==> src/rtl/fir_out_collector.sv <==
// Output collector for the FIR result stream: FWFT FIFO toward the downstream
// consumer plus per-frame statistics exposed on a read-only AXI-Lite port.
module fir_out_collector #(
  parameter int pADDR_WIDTH = 12,
  parameter int pDATA_WIDTH = 32,
  parameter int pDEPTH      = 8
) (
  input  logic                      axis_clk,
  input  logic                      axis_rst_n,
  input  logic                      s_tvalid,
  input  logic [pDATA_WIDTH-1:0]    s_tdata,
  input  logic                      s_tlast,
  output logic                      s_tready,
  output logic                      m_tvalid,
  output logic [pDATA_WIDTH-1:0]    m_tdata,
  output logic                      m_tlast,
  input  logic                      m_tready,
  input  logic                      arvalid,
  input  logic [pADDR_WIDTH-1:0]    araddr,
  output logic                      arready,
  output logic                      rvalid,
  output logic [pDATA_WIDTH-1:0]    rdata,
  input  logic                      rready,
  output logic [$clog2(pDEPTH):0]   level
);

  localparam int AW = $clog2(pDEPTH);
  localparam logic [AW:0] FULL_LVL = (AW+1)'(pDEPTH);

  localparam logic [pADDR_WIDTH-1:0] REG_STATUS = pADDR_WIDTH'('h00);
  localparam logic [pADDR_WIDTH-1:0] REG_FCNT   = pADDR_WIDTH'('h04);
  localparam logic [pADDR_WIDTH-1:0] REG_FSUM   = pADDR_WIDTH'('h08);
  localparam logic [pADDR_WIDTH-1:0] REG_FRAMES = pADDR_WIDTH'('h0C);
  localparam logic [pADDR_WIDTH-1:0] REG_LEVEL  = pADDR_WIDTH'('h10);

  // Two's-complement accumulate; the checksum wraps by construction.
  function automatic logic signed [pDATA_WIDTH-1:0] wrap_add(
    input logic signed [pDATA_WIDTH-1:0] a,
    input logic signed [pDATA_WIDTH-1:0] b
  );
    return a + b;
  endfunction

  logic [pDATA_WIDTH:0] mem [pDEPTH];
  logic [AW-1:0]        wr_ptr;
  logic [AW-1:0]        rd_ptr;
  logic                 push;
  logic                 pop;
  logic                 fifo_empty;
  logic                 fifo_full;

  logic [pDATA_WIDTH-1:0]        run_cnt;
  logic signed [pDATA_WIDTH-1:0] run_sum;
  logic [pDATA_WIDTH-1:0]        frame_cnt;
  logic signed [pDATA_WIDTH-1:0] frame_sum;
  logic [pDATA_WIDTH-1:0]        frames;
  logic                          done;

  logic                   ar_hs;
  logic [pDATA_WIDTH-1:0] rd_sel;

  assign fifo_full  = (level == FULL_LVL);
  assign fifo_empty = (level == '0);
  assign s_tready   = !fifo_full;
  assign m_tvalid   = !fifo_empty;
  assign push       = s_tvalid && s_tready;
  assign pop        = m_tvalid && m_tready;

  // Head is gated so the outputs read as zero while empty (array is not reset).
  assign m_tdata = m_tvalid ? mem[rd_ptr][pDATA_WIDTH-1:0] : '0;
  assign m_tlast = m_tvalid && mem[rd_ptr][pDATA_WIDTH];

  always_ff @(posedge axis_clk) begin
    if (push) mem[wr_ptr] <= {s_tlast, s_tdata};
  end

  always_ff @(posedge axis_clk or negedge axis_rst_n) begin
    if (!axis_rst_n) begin
      wr_ptr <= '0;
      rd_ptr <= '0;
      level  <= '0;
    end else begin
      if (push) wr_ptr <= wr_ptr + 1'b1;
      if (pop)  rd_ptr <= rd_ptr + 1'b1;
      case ({push, pop})
        2'b10:   level <= level + 1'b1;
        2'b01:   level <= level - 1'b1;
        default: level <= level;
      endcase
    end
  end

  // Input-side statistics
  always_ff @(posedge axis_clk or negedge axis_rst_n) begin
    if (!axis_rst_n) begin
      run_cnt   <= '0;
      run_sum   <= '0;
      frame_cnt <= '0;
      frame_sum <= '0;
      frames    <= '0;
    end else if (push) begin
      if (s_tlast) begin
        frame_cnt <= run_cnt + 1'b1;
        frame_sum <= wrap_add(run_sum, $signed(s_tdata));
        frames    <= frames + 1'b1;
        run_cnt   <= '0;
        run_sum   <= '0;
      end else begin
        run_cnt <= run_cnt + 1'b1;
        run_sum <= wrap_add(run_sum, $signed(s_tdata));
      end
    end
  end

  // A frame completing in the same cycle as a status read keeps done set.
  always_ff @(posedge axis_clk or negedge axis_rst_n) begin
    if (!axis_rst_n) begin
      done <= 1'b0;
    end else if (push && s_tlast) begin
      done <= 1'b1;
    end else if (ar_hs && (araddr == REG_STATUS)) begin
      done <= 1'b0;
    end
  end

  always_comb begin
    rd_sel = '0;
    case (araddr)
      REG_STATUS: rd_sel = {{(pDATA_WIDTH-3){1'b0}}, fifo_full, fifo_empty, done};
      REG_FCNT:   rd_sel = frame_cnt;
      REG_FSUM:   rd_sel = $unsigned(frame_sum);
      REG_FRAMES: rd_sel = frames;
      REG_LEVEL:  rd_sel = pDATA_WIDTH'(level);
      default:    rd_sel = '0;
    endcase
  end

  // Single-outstanding AXI-Lite read channel
  assign arready = !rvalid;
  assign ar_hs   = arvalid && arready;

  always_ff @(posedge axis_clk or negedge axis_rst_n) begin
    if (!axis_rst_n) begin
      rvalid <= 1'b0;
      rdata  <= '0;
    end else if (ar_hs) begin
      rvalid <= 1'b1;
      rdata  <= rd_sel;
    end else if (rvalid && rready) begin
      rvalid <= 1'b0;
    end
  end

endmodule
==> config.mk <==
export PLATFORM = sky130hd
export DESIGN_NAME = fir_out_collector
export DESIGN_NICKNAME = d
export VERILOG_FILES = /design/src/rtl/fir_out_collector.sv
export SDC_FILE = /design/constraint.sdc
export NUM_CORES = 1
export LEC_CHECK = 0
export BUFFER_PORTS_ARGS = -buffer_cell sky130_fd_sc_hd__buf_4
export CAP_MARGIN = 20
export CORE_ASPECT_RATIO = 1.1
export CORE_MARGIN = 3
export CORE_UTILIZATION = 54
export DETAILED_ROUTE_END_ITERATION = 7
export PLACE_DENSITY = 0.79
export SLEW_MARGIN = 20
export SYNTH_ARGS = -nofsm -noshare
export SYNTH_HDL_FRONTEND = slang
export SYNTH_SLANG_ARGS = --single-unit
==> constraint.sdc <==
create_clock -name axis_clk -period 12.5 [get_ports axis_clk]
set_clock_uncertainty 0.1 [all_clocks]
set_input_delay 0.625 -clock axis_clk [delete_from_list [all_inputs] [get_ports axis_clk]]
set_output_delay 0.625 -clock axis_clk [all_outputs]
set_load 0.005 [all_outputs]
# Yosys cells after proc, flatten, opt, wreduce, memory -nomap -nowiden
# Memory sizes are Yosys's and may differ from the RTL's.
# Cells that the tools add are included.
dict set report op_classes {
  addsub 7
  eq_ne 7
  mux 11
  reduce_logical 16
}
# operator n
set op_table {}
lappend op_table {{$pmux 32 s5} 1}
lappend op_table {{$mux 32} 3}
lappend op_table {{$add 32x1->32 const B} 2}
lappend op_table {{$add 32x32->32} 1}
lappend op_table {{$eq 12x4->1 const B} 2}
lappend op_table {{$eq 12x3->1 const B} 1}
lappend op_table {{$eq 12x5->1 const B} 1}
lappend op_table {{$logic_not 12->1} 1}
lappend op_table {{$pmux 4 s2} 1}
lappend op_table {{$logic_and 1x1->1} 7}
lappend op_table {{$add 3x1->3 const B} 2}
lappend op_table {{$mux 1} 6}
lappend op_table {{$reduce_bool 2->1} 3}
lappend op_table {{$add 4x1->4 const B} 1}
lappend op_table {{$eq 4x4->1 const B} 1}
lappend op_table {{$logic_not 4->1} 1}
lappend op_table {{$sub 4x1->4 const B} 1}
lappend op_table {{$logic_not 1->1} 3}
lappend op_table {{$eq 2x1->1 const B} 1}
lappend op_table {{$eq 2x2->1 const B} 1}
lappend op_table {{$reduce_and 2->1} 1}
dict set report totals {
  ff_bits 204
  mem_bits_rw 264
  in_bits 51
  output_inout_bits 73
  elab_cells 53
  memories 1
}
# name depth width read_ports rd_clocked_by_memory_dff write_ports line_no
set memory_table {}
lappend memory_table {mem 8 33 1 0 1 44} ;# logic [pDATA_WIDTH:0] mem [pDEPTH];

# Longest topological paths before layout
# Gate-level depths: netlist of the first run.
dict set report depth {
  depth_word 5
  depth_mapped 14
  ltp_nobuf 11
}

# Worst setup path before layout of the first run
# No wires, ideal clock.
dict set report synth_timing {
  kind {input-to-reg}
  startpoint {in s_tvalid}
  endpoint {mem mem[0][0] in the netlist's numbering, enable pin}
  setup_ps 506
  t_arrival_ps 4567
  required_ps 11894
  setup_slack_ps 7327
  path_stages 6
  n_path_buf 3
  cell_sequence {nor2b_1 clkbuf_1 inv_1 clkbuf_1 clkbuf_1 nor4_1}
}
dict set report synth_between {
  elab_chain_len 3
}
# item line_no
set synth_rtl {}
lappend synth_rtl {{start, declared} 10} ;# input logic s_tvalid,
lappend synth_rtl {{$logic_and 1x1->1} 66} ;# assign push = s_tvalid && s_tready;
lappend synth_rtl {{$mux 1} 74} ;# if (push) mem[wr_ptr] <= {s_tlast, s_tdata};
lappend synth_rtl {{$mux 1 (implied by the code)} 74}
lappend synth_rtl {{end, declared} 44}
# No other way between the ends.

# Final worst setup path of the first run
dict set report layout_timing {
  startpoint {reg rd_ptr[0]}
  endpoint {out m_tdata[1]}
}
dict set report layout_between {
  elab_chain_len 2
}
# item line_no
set layout_rtl {}
lappend layout_rtl {{start, declared} 46} ;# logic [AW-1:0] rd_ptr;
lappend layout_rtl {{start signal, assigned} 84} ;# if (pop) rd_ptr <= rd_ptr + 1'b1;
lappend layout_rtl {{$mem_v2 8x33} -}
lappend layout_rtl {{$mux 32} 70} ;# assign m_tdata = m_tvalid ? mem[rd_ptr][pDATA_WIDTH-1:0] : '0;
lappend layout_rtl {{end, declared} 15} ;# output logic [pDATA_WIDTH-1:0] m_tdata,
# No other way between the ends.

==> results of run 1 <==
==> power by group through the flow <==
stage          registers, mW  logic [mW]  clock network, mW
4_1_cts                 2.08        1.61               1.45
3_5_place_dp            2.10        1.59                  0
2_1_floorplan           2.02        1.12                  0
5_1_grt                 2.10        1.74               1.51
6_report                2.08        1.59               1.42
3_3_place_gp            2.08        1.56                  0
==> registers in the layout, summed over array words and instances (netlist names), 3 cells and up <==
signal     count
frame_cnt     32
frame_sum     32
frames        32
level          4
mem          264
rd_ptr         3
rdata         32
run_cnt       32
run_sum       32
wr_ptr         3
==> routing by layer <==
layer	GRT usage [%]	vias up	share of wire [%]
li1	-	6085	-
met1	30.8	6728	41
met2	38.8	482	50
met3	3.28	76	6.4
met4	6.61	0	2.5
met5	0	-	0
==> through the flow <==
stage                     hold slack, ns  cell area (um2)
after floorplan                    0.229            21100
after global placement             0.357            22400
after detailed placement           0.358            22400
after CTS                         0.0390            24000
after global routing              0.0630            24000
final                             0.0208            24000
==> critical path: cells and delay by family, from the launching register on <==
family	cells	cell delay [ns]
buffers and inverters	2	0.96
DFF	1	0.68
muxes	2	0.83
and+or+nand+nor	1	0.09
==> cells in the final DEF, fill, tap and decap left out, drive strengths merged, types with 5 or more instances in the layout <==
master / netlist / final
mux2i: 33 / 33
o31ai: 22 / 22
o21ai: 127 / 127
or3: 7 / 7
o21bai: 6 / 6
mux2: 43 / 43
and3: 15 / 15
nor4: 5 / 5
a21oi: 49 / 49
nand2b: 5 / 5
and4: 8 / 8
clkinv: 0 / 19
edfxtp: 264 / 264
a22oi: 32 / 32
nor2: 75 / 75
a31oi: 12 / 12
nor2b: 6 / 6
xor2: 38 / 38
dfrtp: 204 / 204
ha: 38 / 38
nand2: 209 / 209
xnor2: 57 / 57
inv: 21 / 22
bufinv: 0 / 7
a22o: 21 / 21
a21o: 23 / 23
mux4: 66 / 66
nor3: 13 / 13
nand4: 24 / 24
clkbuf: 70 / 54
nand3: 26 / 26
and2: 8 / 8
buf: 25 / 143
==> worst paths after layout <==
| check | to | slack (ns) |
|---|---|---|
| worst max-delay path | m_tdata[1] | 8.56 |
| worst min-delay path | rdata[28] | 0.02 |
| worst max register to register | level[3] | 8.73 |
| worst min register to register | frame_cnt[1] | 0.37 |
| max in group asynchronous | run_sum[3] | 10.30 |
| min in group axis_clk | rvalid | 0.14 |
==> cell usage after synthesis (12+ instances only) <==
library cell and count:
mux4_2 66, mux2_2 43, mux2i_1 33, edfxtp_1 264, nand2_1 209, xnor2_1 57, ha_1 38, a22o_1 21
dfrtp_1 204, nand3_1 26, xor2_1 38, a21oi_1 49, nand4_1 24, nor2_1 74, clkbuf_1 63, a31oi_1 12
o31ai_1 22, nor3_1 13, a22oi_1 32, and3_1 15, o21ai_0 126, a21o_1 22, inv_1 21
==> cell type report <==
class                   instances  area (um2)  share of cell area, %
repair buffers                144        1090                   4.53
inverters                      21        78.8                  0.328
clock inverters                31         368                   1.53
flip-flops and latches        468       13000                   54.3
multi-input cells            1002        7610                   31.7
well taps                     500         626                   2.60
clock buffers                  53        1210                   5.03
==> cell families after synthesis <==
logic type	Yosys count	synth area share (%)
AND/OR/NAND/NOR	406	8.78
adder cells (fa/ha/maj)	40	2.45
XOR/XNOR	96	4.05
flip-flops	468	61.8
AO/OA/AOI/OAI	318	9.56
buffers and inverters	116	2.40
multiplexers	142	10.9
==> results.rst, run 1 <==
.. list-table::
   :header-rows: 1

   * - Metric
     - Value
   * - Status
     - finished, final reports clean
   * - Final sum of negative setup slack
     - 0 ns
   * - Internal power
     - between 3 and 4 mW
   * - Number of sinks handled by clock tree synthesis
     - between 400 and 500
   * - Number of unique standard cell types used by synthesis
     - 74
   * - Area growth from synthesis to final layout
     - 14.0%
   * - Setup crit start kind
     - flip-flop
   * - Synthesized netlist cell count
     - 1586
   * - Beginning of the critical path
     - rd_ptr[0]
   * - Slowest Stage Delay on Critical Path
     - 0.79 ns
   * - Antenna viol nets, final
     - 0
   * - Number of endpoints failing setup at the final stage
     - 0
   * - Overall routed net length
     - roughly 47 mm
   * - CP required
     - 11.77 ns
   * - Final worst-path setup slack
     - around 8.6 ns
   * - Crit path cell chain
     - buf_4, mux4_2, mux2i_1, nor2_1, buf_4
   * - Fraction of synthesized cell area taken by the top area cell type
     - between 30% and 40%
   * - Slew Viols, Final
     - 0
   * - Number of vias after detailed routing
     - about 13000
   * - Remaining Overflow, GRT
     - 0
   * - Post-synth top area cell
     - edfxtp_1
   * - Layout cells sized above 1
     - a little over a fifth
   * - Syn_nets
     - ~1700
   * - Vertical extent of the die
     - between 200 and 250 um
   * - Number of global-route vias before repair
     - 13500
   * - GPL Wtd Cong
     - a little under 0.9
   * - TritonCTS buffer count
     - 45
   * - Largest net degree at the start of global routing
     - a little over 80
   * - Top flip-flop cell by instance count after synthesis
     - edfxtp_1
   * - Nets
     - roughly 1800
   * - First-pass GRT wire length
     - ~75 mm
   * - Fraction of power consumed by combinational cells
     - a little under a third
   * - Number of storage elements in the synthesis netlist
     - about 470
   * - RR Startpoint
     - level[1]
   * - Root Buffer
     - clkbuf_16
   * - Port buffer count
     - 123
   * - DR vias/cell
     - around 6.0
   * - Portion of total power attributed to sequential cells
     - 40.8%
   * - Crit Path Category
     - flip-flop to output port
   * - Clock power frac
     - between 20% and 30%
   * - Post-CTS Setup Inserts
     - 0
   * - Final Core Density
     - between 60% and 70%
   * - Mean area per synthesized cell
     - 13.3 um2
   * - Area of the mapped netlist
     - roughly 21000 um2
   * - Post-route fraction of the period consumed by the critical path
     - between 30% and 40%
   * - Slowest stage cell, crit path
     - buf_4
   * - Fin crit period
     - 3.94 ns
   * - Num ports
     - 124
   * - Hold buffers post-CTS
     - 0
   * - DRC violation total after the first TritonRoute iteration
     - approximately 1200
   * - Cell count after placement
     - around 2100
   * - Hold Violations, Final
     - 0
   * - CTS max path bufs
     - 3
   * - Slew headroom
     - roughly 33%
   * - Non-filler instance count after layout
     - approximately 2200
   * - Post_cts resized
     - 0
   * - Reg clk slew, reported paths
     - about 0.06 ns
   * - Actual slew at the worst max-slew pin
     - ~1.0 ns
   * - Leakage power
     - between 9 and 10 nW
   * - Crit. End Element
     - output port
   * - Max Cap Viol
     - 0
   * - Area of the die
     - 41400 um2
   * - Fillcell total
     - approximately 2800
   * - Library cell appearing most often on the critical path
     - buf_4
   * - H-tree depth
     - 2
   * - Maximum frequency from static timing analysis
     - 254 MHz
   * - Setup repair after global routing missed its margin
     - no
   * - Proportion of synthesized chip area in sequential cells
     - 61.8%
   * - Row count
     - 75
   * - EDFF count, synth
     - 264
   * - Final antenna diode count
     - 0
   * - Proportion of synthesized flip-flops having asynchronous set or reset
     - 43.6%
   * - Hold WC Path Type
     - input port to asynchronous set/reset pin
   * - Cell area power density
     - 212 nW/um2
   * - Worst reg2reg path depth
     - 11
   * - Total routing usage reported by global routing
     - between 20% and 30%
   * - Largest cells by area after synthesis
     - edfxtp_1 38%, dfrtp_1 24%, mux4_2 7.1%
   * - Power dissipated by switching net loads
     - 1.61 mW
   * - Post-Place Worst Slack
     - 8.75 ns
   * - Synth Warn #
     - 0
   * - Drc violations
     - 0
   * - Clock tree from TritonCTS
     - done
   * - Post-layout power
     - slightly above 5 mW
   * - Fraction of power spent switching nets
     - 31.6%
   * - Initial standard-cell utilization of the core
     - between 50% and 60%
   * - Number of antenna violations at the first check in global routing
     - 0
   * - Chip Width
     - approximately 190 um
   * - CORE AREA
     - about 38000 um2
   * - Average wire per standard cell
     - 21.4 um
   * - Placed wire-length estimate after detailed placement
     - about 30 mm
   * - Clock latency at the later pin of the worst-skew pair
     - roughly 0.55 ns
   * - Critical path data arrival time
     - about 3.2 ns
   * - Peak fanout along the critical path
     - 48
   * - IR Drop Worst-Case VDD
     - around 0.15 mV
   * - Count of TritonRoute iterations in the first routing pass
     - 5
No activity file was read; power rests on OpenSTA's default activity.
==> run 2, diff against run 1 <==
--- a/config.mk
+++ b/config.mk
@@ -11,7 +11,7 @@
 export CORE_MARGIN = 3
 export CORE_UTILIZATION = 54
 export DETAILED_ROUTE_END_ITERATION = 7
-export PLACE_DENSITY = 0.79
+export PLACE_DENSITY = 0.82
 export SLEW_MARGIN = 20
 export SYNTH_ARGS = -nofsm -noshare
 export SYNTH_HDL_FRONTEND = slang
==> constraint.sdc (replaced) <==
create_clock -name axis_clk -period 3.3 [get_ports axis_clk]
set_clock_uncertainty 0.1 [all_clocks]
set_input_delay 0.165 -clock axis_clk [delete_from_list [all_inputs] [get_ports axis_clk]]
set_output_delay 0.165 -clock axis_clk [all_outputs]
set_load 0.005 [all_outputs]
==> run 2 against run 1 <==
Sequential cell count unchanged. Largest power group unchanged. Sequential share of layout area fell by 1.2 points. Core utilization rose by 1.4 points. Non-clock buffer count up 56. Global-route usage rose by 1.2 points. First-iteration DRC count increased by 3.7%. Critical path type is now flip-flop to flip-flop.
==> results.rst, run 2 (same netlist as run 1, synthesis figures left out) <==
.. list-table::
   :header-rows: 1

   * - Metric
     - Value
   * - Status
     - finished, final reports clean
   * - GPL Wtd Cong
     - 0.877 (-1.3%)
   * - Actual slew at the worst max-slew pin
     - 1.10 ns (+0.0908 ns)
   * - Hold WC Path Type
     - input port to flip-flop
   * - Number of antenna violations at the first check in global routing
     - 0 (unchanged)
   * - Max Cap Viol
     - 0 (unchanged)
   * - Area of the die
     - 41400 um2 (unchanged)
   * - Largest net degree at the start of global routing
     - 99 (+19%)
   * - Area growth from synthesis to final layout
     - 16.5%
   * - Layout cells sized above 1
     - 21.0% (+0.11 points)
   * - Number of vias after detailed routing
     - 13800 (+2.9%)
   * - Total area of sequential cells
     - 13000 um2 (unchanged)
   * - Crit Path Category
     - flip-flop to flip-flop
   * - Fillcell total
     - 2697 (-2.0%)
   * - Setup crit start kind
     - flip-flop
   * - Most used cells in the layout excluding fill and tap cells
     - 264 x edfxtp_1, 208 x nand2_1, 201 x dfrtp_1
   * - CTS max path bufs
     - 3 (unchanged)
   * - Initial standard-cell utilization of the core
     - 54.9% (unchanged)
   * - Antenna viol nets, final
     - 0 (unchanged)
   * - Peak fanout along the critical path
     - 4 (-92%)
   * - DR vias/cell
     - 6.04 (+0.24%)
   * - Clock tree from TritonCTS
     - done
   * - Slew headroom
     - 26.7% (-5.9 points)
   * - Post-route fraction of the period consumed by the critical path
     - between 90% and 100%
   * - Crit. End Element
     - flip-flop
   * - Slowest stage cell, crit path
     - fa_1
   * - Maximum frequency from static timing analysis
     - roughly 330 MHz
   * - Clock latency at the later pin of the worst-skew pair
     - 0.57 ns (+0.02 ns)
   * - Buffers and inverters on the worst path
     - 1 (-1)
   * - Vertical extent of the die
     - 213 um (unchanged)
   * - Average wire per standard cell
     - 21.7 um (+1.4%)
   * - Largest delay contributor family on the critical path
     - compound AO/OA/AOI/OAI gates
   * - Num ports
     - 124 (unchanged)
   * - Drc violations
     - 0 (unchanged)
   * - Final worst-path setup slack
     - 0.257 ns (-8.31 ns)
   * - Cell area power density
     - 788 nW/um2 (+270%)
   * - Total routing usage reported by global routing
     - 23.8% (+1.2 points)
   * - First-pass GRT wire length
     - 78.0 mm (+4.4%)
   * - Overall routed net length
     - 49.4 mm (+4.1%)
   * - DRC violation total after the first TritonRoute iteration
     - 1204 (+3.7%)
   * - Chip Width
     - 194 um (unchanged)
   * - H-tree depth
     - 2 (unchanged)
   * - Post-Place Worst Slack
     - 0.141 ns (-8.61 ns)
   * - Root Buffer
     - clkbuf_16
   * - Critical path data arrival time
     - 3.44 ns (+0.23 ns)
   * - Number of global-route vias before repair
     - 13800 (+2.2%)
   * - Nets
     - 1830 (+3.2%)
   * - Largest register FFs
     - 264 (unchanged)
   * - Remaining Overflow, GRT
     - 0 (unchanged)
   * - Crit path cell chain
     - ha_1, inv_1, fa_1, nor2b_1, o2111ai_1, a21boi_1, o22ai_1, a211oi_2, o211ai_1, or3_1, nand3_1
   * - Final antenna diode count
     - 0 (unchanged)
   * - Post-layout power
     - 19.3 mW (+280%)
   * - Placed wire-length estimate after detailed placement
     - 31.1 mm (+4.7%)
   * - Hold Violations, Final
     - 0 (unchanged)
   * - Multi-input gate area in the final layout
     - 7630 um2 (+0.26%)
   * - Number of sinks handled by clock tree synthesis
     - 468 (unchanged)
   * - Number of endpoints failing setup at the final stage
     - 0 (unchanged)
   * - Slowest Stage Delay on Critical Path
     - 0.39 ns (-0.40 ns)
   * - Reg with most FFs
     - mem
   * - Post-CTS Setup Inserts
     - 0 (unchanged)
   * - CORE AREA
     - 38400 um2 (unchanged)
   * - TritonCTS buffer count
     - 46 (+2.2%)
   * - Row count
     - 75 (unchanged)
   * - Fin crit period
     - between 3 and 4 ns
   * - Reg clk slew, reported paths
     - 0.06 ns (about the same)
   * - Port buffer count
     - 123 (unchanged)
   * - Most common cell after layout, fill and taps aside
     - edfxtp_1
   * - Setup repair after global routing missed its margin
     - no
   * - Leakage power
     - 9.74 nW (+2.6%)
   * - Count of TritonRoute iterations in the first routing pass
     - 6 (+1)
   * - CP required
     - 3.69 ns (-8.08 ns)
   * - IR Drop Worst-Case VDD
     - 0.511 mV (+240%)
   * - Slew Viols, Final
     - 0 (unchanged)
run 2: worst paths after layout:
kind / end / slack [ns] / start / depth (start not counted)
worst max-delay path: run_sum[30] / 0.26 / run_sum[0] / 11
worst min-delay path: run_sum[30] / 0.04 / s_tlast / 4
worst max register to register: run_sum[30] / 0.26 / run_sum[0] / 11
worst min register to register: frame_cnt[6] / 0.38 / frame_cnt[6] / 2
max in group asynchronous: rd_ptr[0] / 2.06 / axis_rst_n / 3
min in group asynchronous: rdata[25] / 0.16 / axis_rst_n / 2
run 2: worst reg2reg max path, stage by stage, from the launching register on:
cell	delay, ns
dfrtp_1	0.35
ha_1	0.17
inv_1	0.05
fa_1	0.39
nor2b_1	0.20
o2111ai_1	0.16
a21boi_1	0.32
o22ai_1	0.18
a211oi_2	0.37
o211ai_1	0.23
or3_1	0.39
nand3_1	0.09
run 2: repair_timing:
action,in CTS,in global routing
endpoints found under the setup margin,0,3
hold buffers,40,0
gates resized for setup,0,1
endpoints found under the hold margin,359,0
run 2: final cells by class:
cell class                      instances  share of cell area [%]
Clock inverter                         26                   0.892
Clock buffer                           60                    5.27
Tap cell                              500                    2.55
Sequential cell                       468                    53.1
Timing Repair Buffer                  200                    6.80
Multi-Input combinational cell       1002                    31.1
Inverter                               21                   0.321
run 2: metrics by stage:
stage	util (%)	TNS [ns]	cells	area (um2)	hold slack (ns)
detailed placement	59.0	0	2151	22600	0.216
global placement	59.0	0	2151	22600	0.221
floorplan	-	-113.14	1586	21100	-0.231
CTS	64.0	0	2277	24600	0.0163
finish	64.0	0	2277	24600	0.0446
global route	64.0	0	2277	24600	0.0392
run 2: metal layers:
metal	GRT usage [%]	wire length [um]	vias to the layer above
met5	0	0	-
met4	7.03	1330	0
met3	2.81	2930	81
met2	41.2	25000	522
met1	32.4	20200	6955
li1	-	-	6196
run 2: power breakdown:
| group | internal, mW | switching, mW |
|---|---|---|
| logic | 2.93 | 3.29 |
| clock network | 3.00 | 2.21 |
| registers | 7.21 | 0.713 |
| total | 13.1 | 6.21 |
